## config.mk

```make
export PLATFORM = sky130hd
export DESIGN_NAME = microcode_sequencer
export DESIGN_NICKNAME = d
export VERILOG_FILES = /design/src/rtl/microcode_sequencer.sv
export SDC_FILE = /design/constraint.sdc
export NUM_CORES = 1
export LEC_CHECK = 0
export ABC_AREA = 1
export CAP_MARGIN = 40
export CORE_MARGIN = 8
export CORE_UTILIZATION = 38
export CTS_BUF_LIST = sky130_fd_sc_hd__clkbuf_8
export CTS_CLUSTER_SIZE = 28
export DETAILED_ROUTE_END_ITERATION = 12
export PLACE_DENSITY_LB_ADDON = 0.12
export SLEW_MARGIN = 0
export SYNTH_ARGS = -nofsm -noshare
export SYNTH_HDL_FRONTEND = slang
export SYNTH_SLANG_ARGS = --single-unit
```

## constraint.sdc

```tcl
create_clock -name clk -period 1.8 [get_ports clk]
set_input_delay 0.54 -clock clk [delete_from_list [all_inputs] [get_ports clk]]
set_output_delay 0.54 -clock clk [all_outputs]
set_load 0.02 [all_outputs]
```

## src/rtl/microcode_sequencer.sv

```systemverilog
// microcode_sequencer: steps the datapath through micro-ROM programs, one LOAD/FETCH/WRITE triple per microword.
// Define MICROCODE_CHAIN_EN to let a new start be taken during the WRITE of a LAST word.
module microcode_sequencer #(
  parameter int UADDR_W = 8,
  parameter int SEL_W   = 5
) (
  input  logic               clk,
  input  logic               reset_n,
  input  logic               clk_en,
  input  logic               start_valid,
  input  logic [UADDR_W-1:0] start_addr,
  output logic               start_ready,
  output logic               busy,
  output logic               done,
  output logic [UADDR_W-1:0] rom_addr,
  input  logic [15:0]        rom_data,
  input  logic               alu_zero,
  output logic [1:0]         current_cycle,
  output logic [SEL_W-1:0]   bus_input_selector,
  output logic [SEL_W-1:0]   bus_output_selector,
  output logic [1:0]         increment_selector
);
  typedef enum logic [1:0] {IDLE, LOAD, FETCH, WRITE} state_t;
  localparam logic [1:0] CYCLE_NONE = 2'd0, CYCLE_REG_FETCH = 2'd1, CYCLE_REG_WRITE = 2'd2;
  state_t state_q, state_d;
  logic [UADDR_W-1:0] upc_q, upc_d;
  logic done_q, done_d;
  logic last, active, accept, unused_rsvd;
  assign last = rom_data[15];
  assign unused_rsvd = ^rom_data[1:0];
  assign active = state_q == FETCH || state_q == WRITE;
`ifdef MICROCODE_CHAIN_EN
  assign start_ready = state_q == IDLE || (state_q == WRITE && last);
`else
  assign start_ready = state_q == IDLE;
`endif
  assign accept = clk_en && start_valid && start_ready;
  always_comb begin
    state_d = state_q;
    upc_d = upc_q;
    if (accept) begin
      state_d = LOAD;
      upc_d = start_addr;
    end else if (clk_en) begin
      case (state_q)
        LOAD:    state_d = FETCH;
        FETCH:   state_d = WRITE;
        WRITE: begin
          state_d = last ? IDLE : LOAD;
          upc_d = last ? upc_q : upc_q + UADDR_W'((rom_data[2] && alu_zero) ? 2 : 1);
        end
        default: state_d = state_q;
      endcase
    end
    done_d = clk_en && state_q == WRITE && last;
  end
  always_ff @(posedge clk or negedge reset_n)
    if (!reset_n) begin
      state_q <= IDLE;
      upc_q <= '0;
      done_q <= 1'b0;
    end else begin
      state_q <= state_d;
      upc_q <= upc_d;
      done_q <= done_d;
    end
  assign busy = state_q != IDLE;
  assign done = done_q;
  assign rom_addr = upc_q;
  assign current_cycle = state_q == FETCH ? CYCLE_REG_FETCH : state_q == WRITE ? CYCLE_REG_WRITE : CYCLE_NONE;
  assign bus_input_selector = active ? SEL_W'(rom_data[14:10]) : '0;
  assign bus_output_selector = active ? SEL_W'(rom_data[9:5]) : '0;
  assign increment_selector = active ? rom_data[4:3] : 2'd0;
endmodule

```

==> out/qor.csv, run 1 <==
metric,value,unit
status,finished clean,
worst path cell trace,"clkdlybuf4s50_1, nand2_1, inv_1, buf_6",
drt wl/cell,12.6,um
CTS sink count,11,
setup TNS,0,ns
syn nets,172,
register share of total power,21.3,%
Fmax,0.563,GHz
Post-synth EDFFs,0,
kind of critical path,input pin to output pin,
Root Driver,clkbuf_8,
slowest CP cell,clkdlybuf4s50_1,
TritonRoute pass-1 iters,4,
vias in the first global route,1162,
Sw Ratio,47.5,%
number of cells on the critical path,4,
synthesized flop and latch total,11,
Vias per Instance,4.60,
initial cell density of the core,40.1,%
largest area contributor in the netlist,dfrtp_1,
Least-Margin Pin Slew,0.587,ns
Initial DRC Count,21,
Area Growth Syn to Fin,80.8,%
CTS Buf Count,3,
FF-to-FF setup slack,0.28,ns
final-report hold violation count,0,
Worst Path Buf+Inv,3,
Setup-failing EPs final,0,
max incr delay on CP,0.45,ns
Pleak,0.952,nW
switching power,1.07,mW
max cap viols,0,
Die Footprint,4110,um2
share of cells above drive strength 1,24.6,%
mean post-synth cell area,6.27,um2
most frequent cell after synthesis,nand2_1,
Synth area leaders,"dfrtp_1, nand2_1, inv_1",
library cells used by synthesis,22,
Worst Path Required,1.26,ns
I/O Buffers,51,
Final Cell Area,1590,um2
routability cong.,0.758,
hpwl dp,2330,um
utilization of the core after routing,72.5,%
crit start category,input pin,
Post-Syn Area,878,um2
Comb pwr share,67.5,%
Crit. End Element,output pin,
Cells after Synth,140,
TritonCTS clock tree,yes,
diode count,0,
Placement Cell Area,1510,um2
PD cells,1410,nW/um2
global-route wire length before repair,4950,um
core area,2190,um2
setup ws final,0.0233,ns
part of the Yosys area used for sequential elements,31.3,%
post-place setup slack,-0.486,ns
share of the synthesized area in the top cell type,31.3,%
r2r startpoint,rom_addr[0],
Slew Limit Fails,0,
internal power,1.18,mW
Clock Skew,0.00174,ns
"CTS clk-pin slew, worst paths",0.05,ns
Detailed Route WL,2970,um
period utilisation layout,98.7,%
HP Class,flip-flop to flip-flop,
Yosys warning total,0,
nets@finish,240,
I/O pins,54,
initial antenna violation count,0,
"FFs w/ async S/R, synth",100,%
CP max FO,1,
Vias,1082,
largest net degree at the start of global routing,13,
Crit Reg-Reg Endpoint,rom_addr[4],
"antenna viol nets, final",0,
Period minus WS final,1.78,ns
All-Layer GR Usage,14.6,%
Clock power frac,11.2,%
number of core rows,17,
R2R depth,9,
Clock Tree Buf Depth,2,
H-Tree Depth,1,
aggregate global routing overflow,0,
Post-synth top cells,"nand2_1, inv_1, nand3_1",
Residual DRC,0,
peak supply drop,0.930,mV
Slew headroom,60.7,%
crit path launch,rom_data[9],
"Data arrival, critical path",1.24,ns
CP Capture Point,bus_output_selector[4],
Die Ht,64.1,um
Top Family by Delay on Critical Path,buffers and inverters,
chip width,64.1,um
"Top FF cell, synth",dfrtp_1,
RSZ-0062 raised after global routing,no,
hold_buf cts,0,
Clock Latency Late Sink,0.24,ns
worst reg2reg max path: cells and delay by family, from the launching register on:
family / cells / cell delay, ns
simple gates: 4 / 0.25
fa+ha+maj: 2 / 0.51
buf+inv: 2 / 0.12
xor+xnor: 1 / 0.14
flops: 1 / 0.40
layer usage:
metal	part of all wire, %	track usage [%]	wire length (um)
met5	0	0	0
met3	5.5	5.57	162
met1	38	13.2	1140
met4	0.40	2.79	12
met2	56	29.6	1650
worst min-delay path by stage:
stage / end / startpoint / cells past startpoint / slack (ns)
floorplan: done / reset_n / 0 / 0.24
global placement: rom_addr[7] / rom_addr[7] / 2 / 0.51
detailed placement: rom_addr[0] / rom_addr[0] / 1 / 0.53
CTS: rom_addr[7] / rom_addr[7] / 2 / 0.55
global route: rom_addr[7] / rom_addr[7] / 2 / 0.60
finish: rom_addr[7] / rom_addr[7] / 2 / 0.54
flip-flops by register name, indices dropped and copies added (netlist names):
signal / count
rom_addr: 8
state_q: 2
done: 1
repair_timing:
item                       4_1_cts  5_1_grt
buffers inserted                 1        0
gates resized for setup         64       37
pin swaps                        6       11
setup endpoints to repair       26       21
stage by stage:
step                      hold slack [ns]  total power [mW]  cells
after floorplan                     0.244              1.29    140
after global routing                0.596              2.43    235
after global placement              0.510              1.96    230
after CTS                           0.552              2.17    235
final                               0.544              2.25    235
after detailed placement            0.526              2.01    230
cells in the final DEF, fill, tap and decap left out, drive strengths merged:
cell / n
nand2: 53
inv: 36
buf: 28
clkdlybuf4s50: 23
nand3: 14
dfrtp: 11
dlymetal6s2s: 6
nor2: 6
o21ai: 6
clkdlybuf4s15: 4
dlygate4sd2: 4
clkbuf: 4
nor3: 2
a21oi: 2
ha: 2
clkinvlp: 1
xor2: 1
or2: 1
o22ai: 1
o21a: 1
fa: 1
final cells by class:
cell class | count | area, um2
repair buffers | 66 | 611
multi-input cells | 90 | 483
clock inverters | 1 | 3.75
well taps | 28 | 35.0
flip-flops and latches | 11 | 275
clock buffers | 3 | 41.3
fillers | 184 | 603
inverters | 36 | 139
power by group through the flow:
stage               clock network [mW]  logic [mW]  registers [mW]
global placement                     0        1.49           0.472
detailed placement                   0        1.53           0.478
CTS                              0.264        1.43           0.477
finish                           0.251        1.52           0.480
global route                     0.269        1.67           0.494
floorplan                            0       0.712           0.578
cells by family after synthesis:
kind of cell / count (synthesis) / synth area share, %
AOI/OAI and AO/OA: 10 / 6.55
xor gates and xnor gates: 1 / 0.997
DFF: 11 / 31.3
and+or+nand+nor: 76 / 37.6
adders and majority gates: 3 / 5.13
buffers and inverters: 39 / 18.4
Power figures use the tool's default switching activity.
==> inputs of run 2 (changes only) <==
- CORE_UTILIZATION: 38 -> 23
==> run 2 against run 1 <==
Final cell count grew 8.5%; non-clock buffer count did not move; global-route usage fell by 5.0 points; critical path depth is the same; wire length decreased by 1.7%; critical path type unchanged.
==> out/qor.csv, run 2 (synthesized netlist as in run 1, its figures left out) <==
metric,value,unit,change
final-report hold violation count,0,,unchanged
HP Class,flip-flop to flip-flop,,
CP max FO,1,,unchanged
Slew Limit Fails,0,,unchanged
routability cong.,0.746,,-1.5%
"Data arrival, critical path",1.24,ns,about the same
status,finished clean,,
Clock Latency Late Sink,0.24,ns,about the same
CTS sink count,11,,unchanged
Die Footprint,6050,um2,+47%
Slew headroom,64.9,%,+4.1 points
hpwl dp,2450,um,+5.0%
core area,3660,um2,+67%
crit start category,input pin,,
All-Layer GR Usage,9.64,%,-5.0 points
hold depth,2,,unchanged
Final Cell Area,1600,um2,+0.87%
I/O Buffers,51,,unchanged
Multi-input gate area,483,um2,unchanged
CTS Buf Count,3,,unchanged
diode count,0,,unchanged
Least-Margin Pin Slew,0.525,ns,-0.0617 ns
initial antenna violation count,0,,unchanged
initial cell density of the core,24.0,%,-16 points
Tot Pwr,2.24,mW,-0.51%
hold_buf cts,0,,unchanged
Clock Tree Buf Depth,2,,unchanged
"most common cell after layout, fill and taps aside",nand2_1,,
max incr delay on CP,0.46,ns,about the same
Clock Skew,0.00634,ns,+0.00460 ns
Register Area,275,um2,unchanged
period utilisation layout,98.6,%,about the same
largest net degree at the start of global routing,12,,-1
vias in the first global route,1061,,-8.7%
Vias per Instance,4.14,,-10%
global-route wire length before repair,4740,um,-4.2%
Placement Cell Area,1550,um2,+2.2%
Initial DRC Count,39,,+86%
max cap viols,0,,unchanged
share of cells above drive strength 1,24.2,%,-0.48 points
number of core rows,22,,+5
Root Driver,clkbuf_8,,
Pleak,0.947,nW,-0.49%
max reg flops,8,,unchanged
Area Growth Syn to Fin,82.3,%,
R2R depth,9,,unchanged
TritonRoute pass-1 iters,4,,unchanged
Detailed Route WL,2920,um,-1.7%
I/O pins,54,,unchanged
aggregate global routing overflow,0,,unchanged
chip width,77.8,um,+21%
Die Ht,77.8,um,+21%
drt wl/cell,11.5,um,-9.5%
Worst Path Required,1.26,ns,about the same
Setup-failing EPs final,0,,unchanged
dpl cells,251,,+9.1%
H-Tree Depth,1,,unchanged
Residual DRC,0,,unchanged
utilization of the core after routing,43.7,%,-29 points
"antenna viol nets, final",0,,unchanged
Non-Filler Instances,255,,+8.5%
most frequent cells in the layout,"nand2_1, inv_1, clkdlybuf4s50_1",,
kind of critical path,input pin to output pin,,
slowest CP cell,clkdlybuf4s50_1,,
Crit. End Element,output pin,,
"CTS clk-pin slew, worst paths",0.06,ns,about the same
PD cells,1400,nW/um2,-1.4%
Vias,1055,,-2.5%
nets@finish,240,,unchanged
peak supply drop,0.572,mV,-39%
Fmax,0.563,GHz,about the same
TritonCTS clock tree,yes,,
filler cell count,410,,+120%
Period minus WS final,1.78,ns,-0.00145 ns
worst path cell trace,"clkdlybuf4s50_1, nand2_1, inv_2, buf_6",,
run 2: changes by cell type in the layout (fill, tap and decap cells not counted):
cell	delta
buf_2	+2
clkdlybuf4s15_1	-2
clkdlybuf4s50_1	+2
dlymetal6s2s_1	-2
inv_1	+2
buf_4	-1
buf_6	+1
clkbuf_2	-1
clkinvlp_4	-1
dlygate4sd2_1	+1
inv_2	-1
run 2: routing by layer:
layer / vias up / GRT usage [%] / part of all wire [%]
li1: 549 / - / -
met1: 480 / 10.3 / 41
met2: 24 / 16.9 / 51
met3: 2 / 4.38 / 6.7
met4: 0 / 2.26 / 0.65
met5: - / 0 / 0
run 2: path summary, 6_finish.rpt:
check / slack, ns / from / to
worst max-delay path: 0.02 / rom_data[9] / bus_output_selector[4]
worst min-delay path: 0.52 / rom_addr[7] / rom_addr[7]
worst max register to register: 0.29 / rom_addr[0] / rom_addr[6]
worst min register to register: 0.52 / rom_addr[7] / rom_addr[7]
max in group asynchronous: 0.80 / reset_n / state_q[0]
min in group asynchronous: 0.65 / reset_n / rom_addr[7]
run 2: layout make-up:
type | count | share of cell area (%)
well taps | 48 | 3.75
repair buffers | 66 | 37.7
clock inverters | 1 | 0.234
inverters | 36 | 8.44
clock buffers | 3 | 2.58
flip-flops and latches | 11 | 17.2
multi-input cells | 90 | 30.2
run 2: through the flow:
step	setup WS, ns	setup TNS, ns	hold WS (ns)
2_1_floorplan	0.0284	0	0.244
3_3_place_gp	-0.447	-7.40	0.516
3_5_place_dp	-0.503	-7.77	0.522
4_1_cts	-0.0124	-0.0124	0.543
5_1_grt	-0.00855	-0.00855	0.572
6_report	0.0248	0	0.523
run 2: what timing repair did:
| item | 4_1_cts | 5_1_grt |
|---|---|---|
| pin swaps | 6 | 9 |
| endpoints found under the setup margin | 26 | 21 |
| gates resized for setup | 69 | 31 |
| buffers inserted | 1 | 0 |
run 2: worst max-delay path: cells and delay by family:
kind | cells | cell delay (ns)
AND/OR/NAND/NOR | 1 | 0.07
buffers and inverters | 3 | 0.63
run 2: report_power, final:
part | leakage [nW] | total (mW) | switching (mW) | internal, mW
combinational | 0.783 | 1.51 | 0.834 | 0.675
clock | 0.0269 | 0.247 | 0.0973 | 0.150
sequential | 0.137 | 0.478 | 0.120 | 0.358
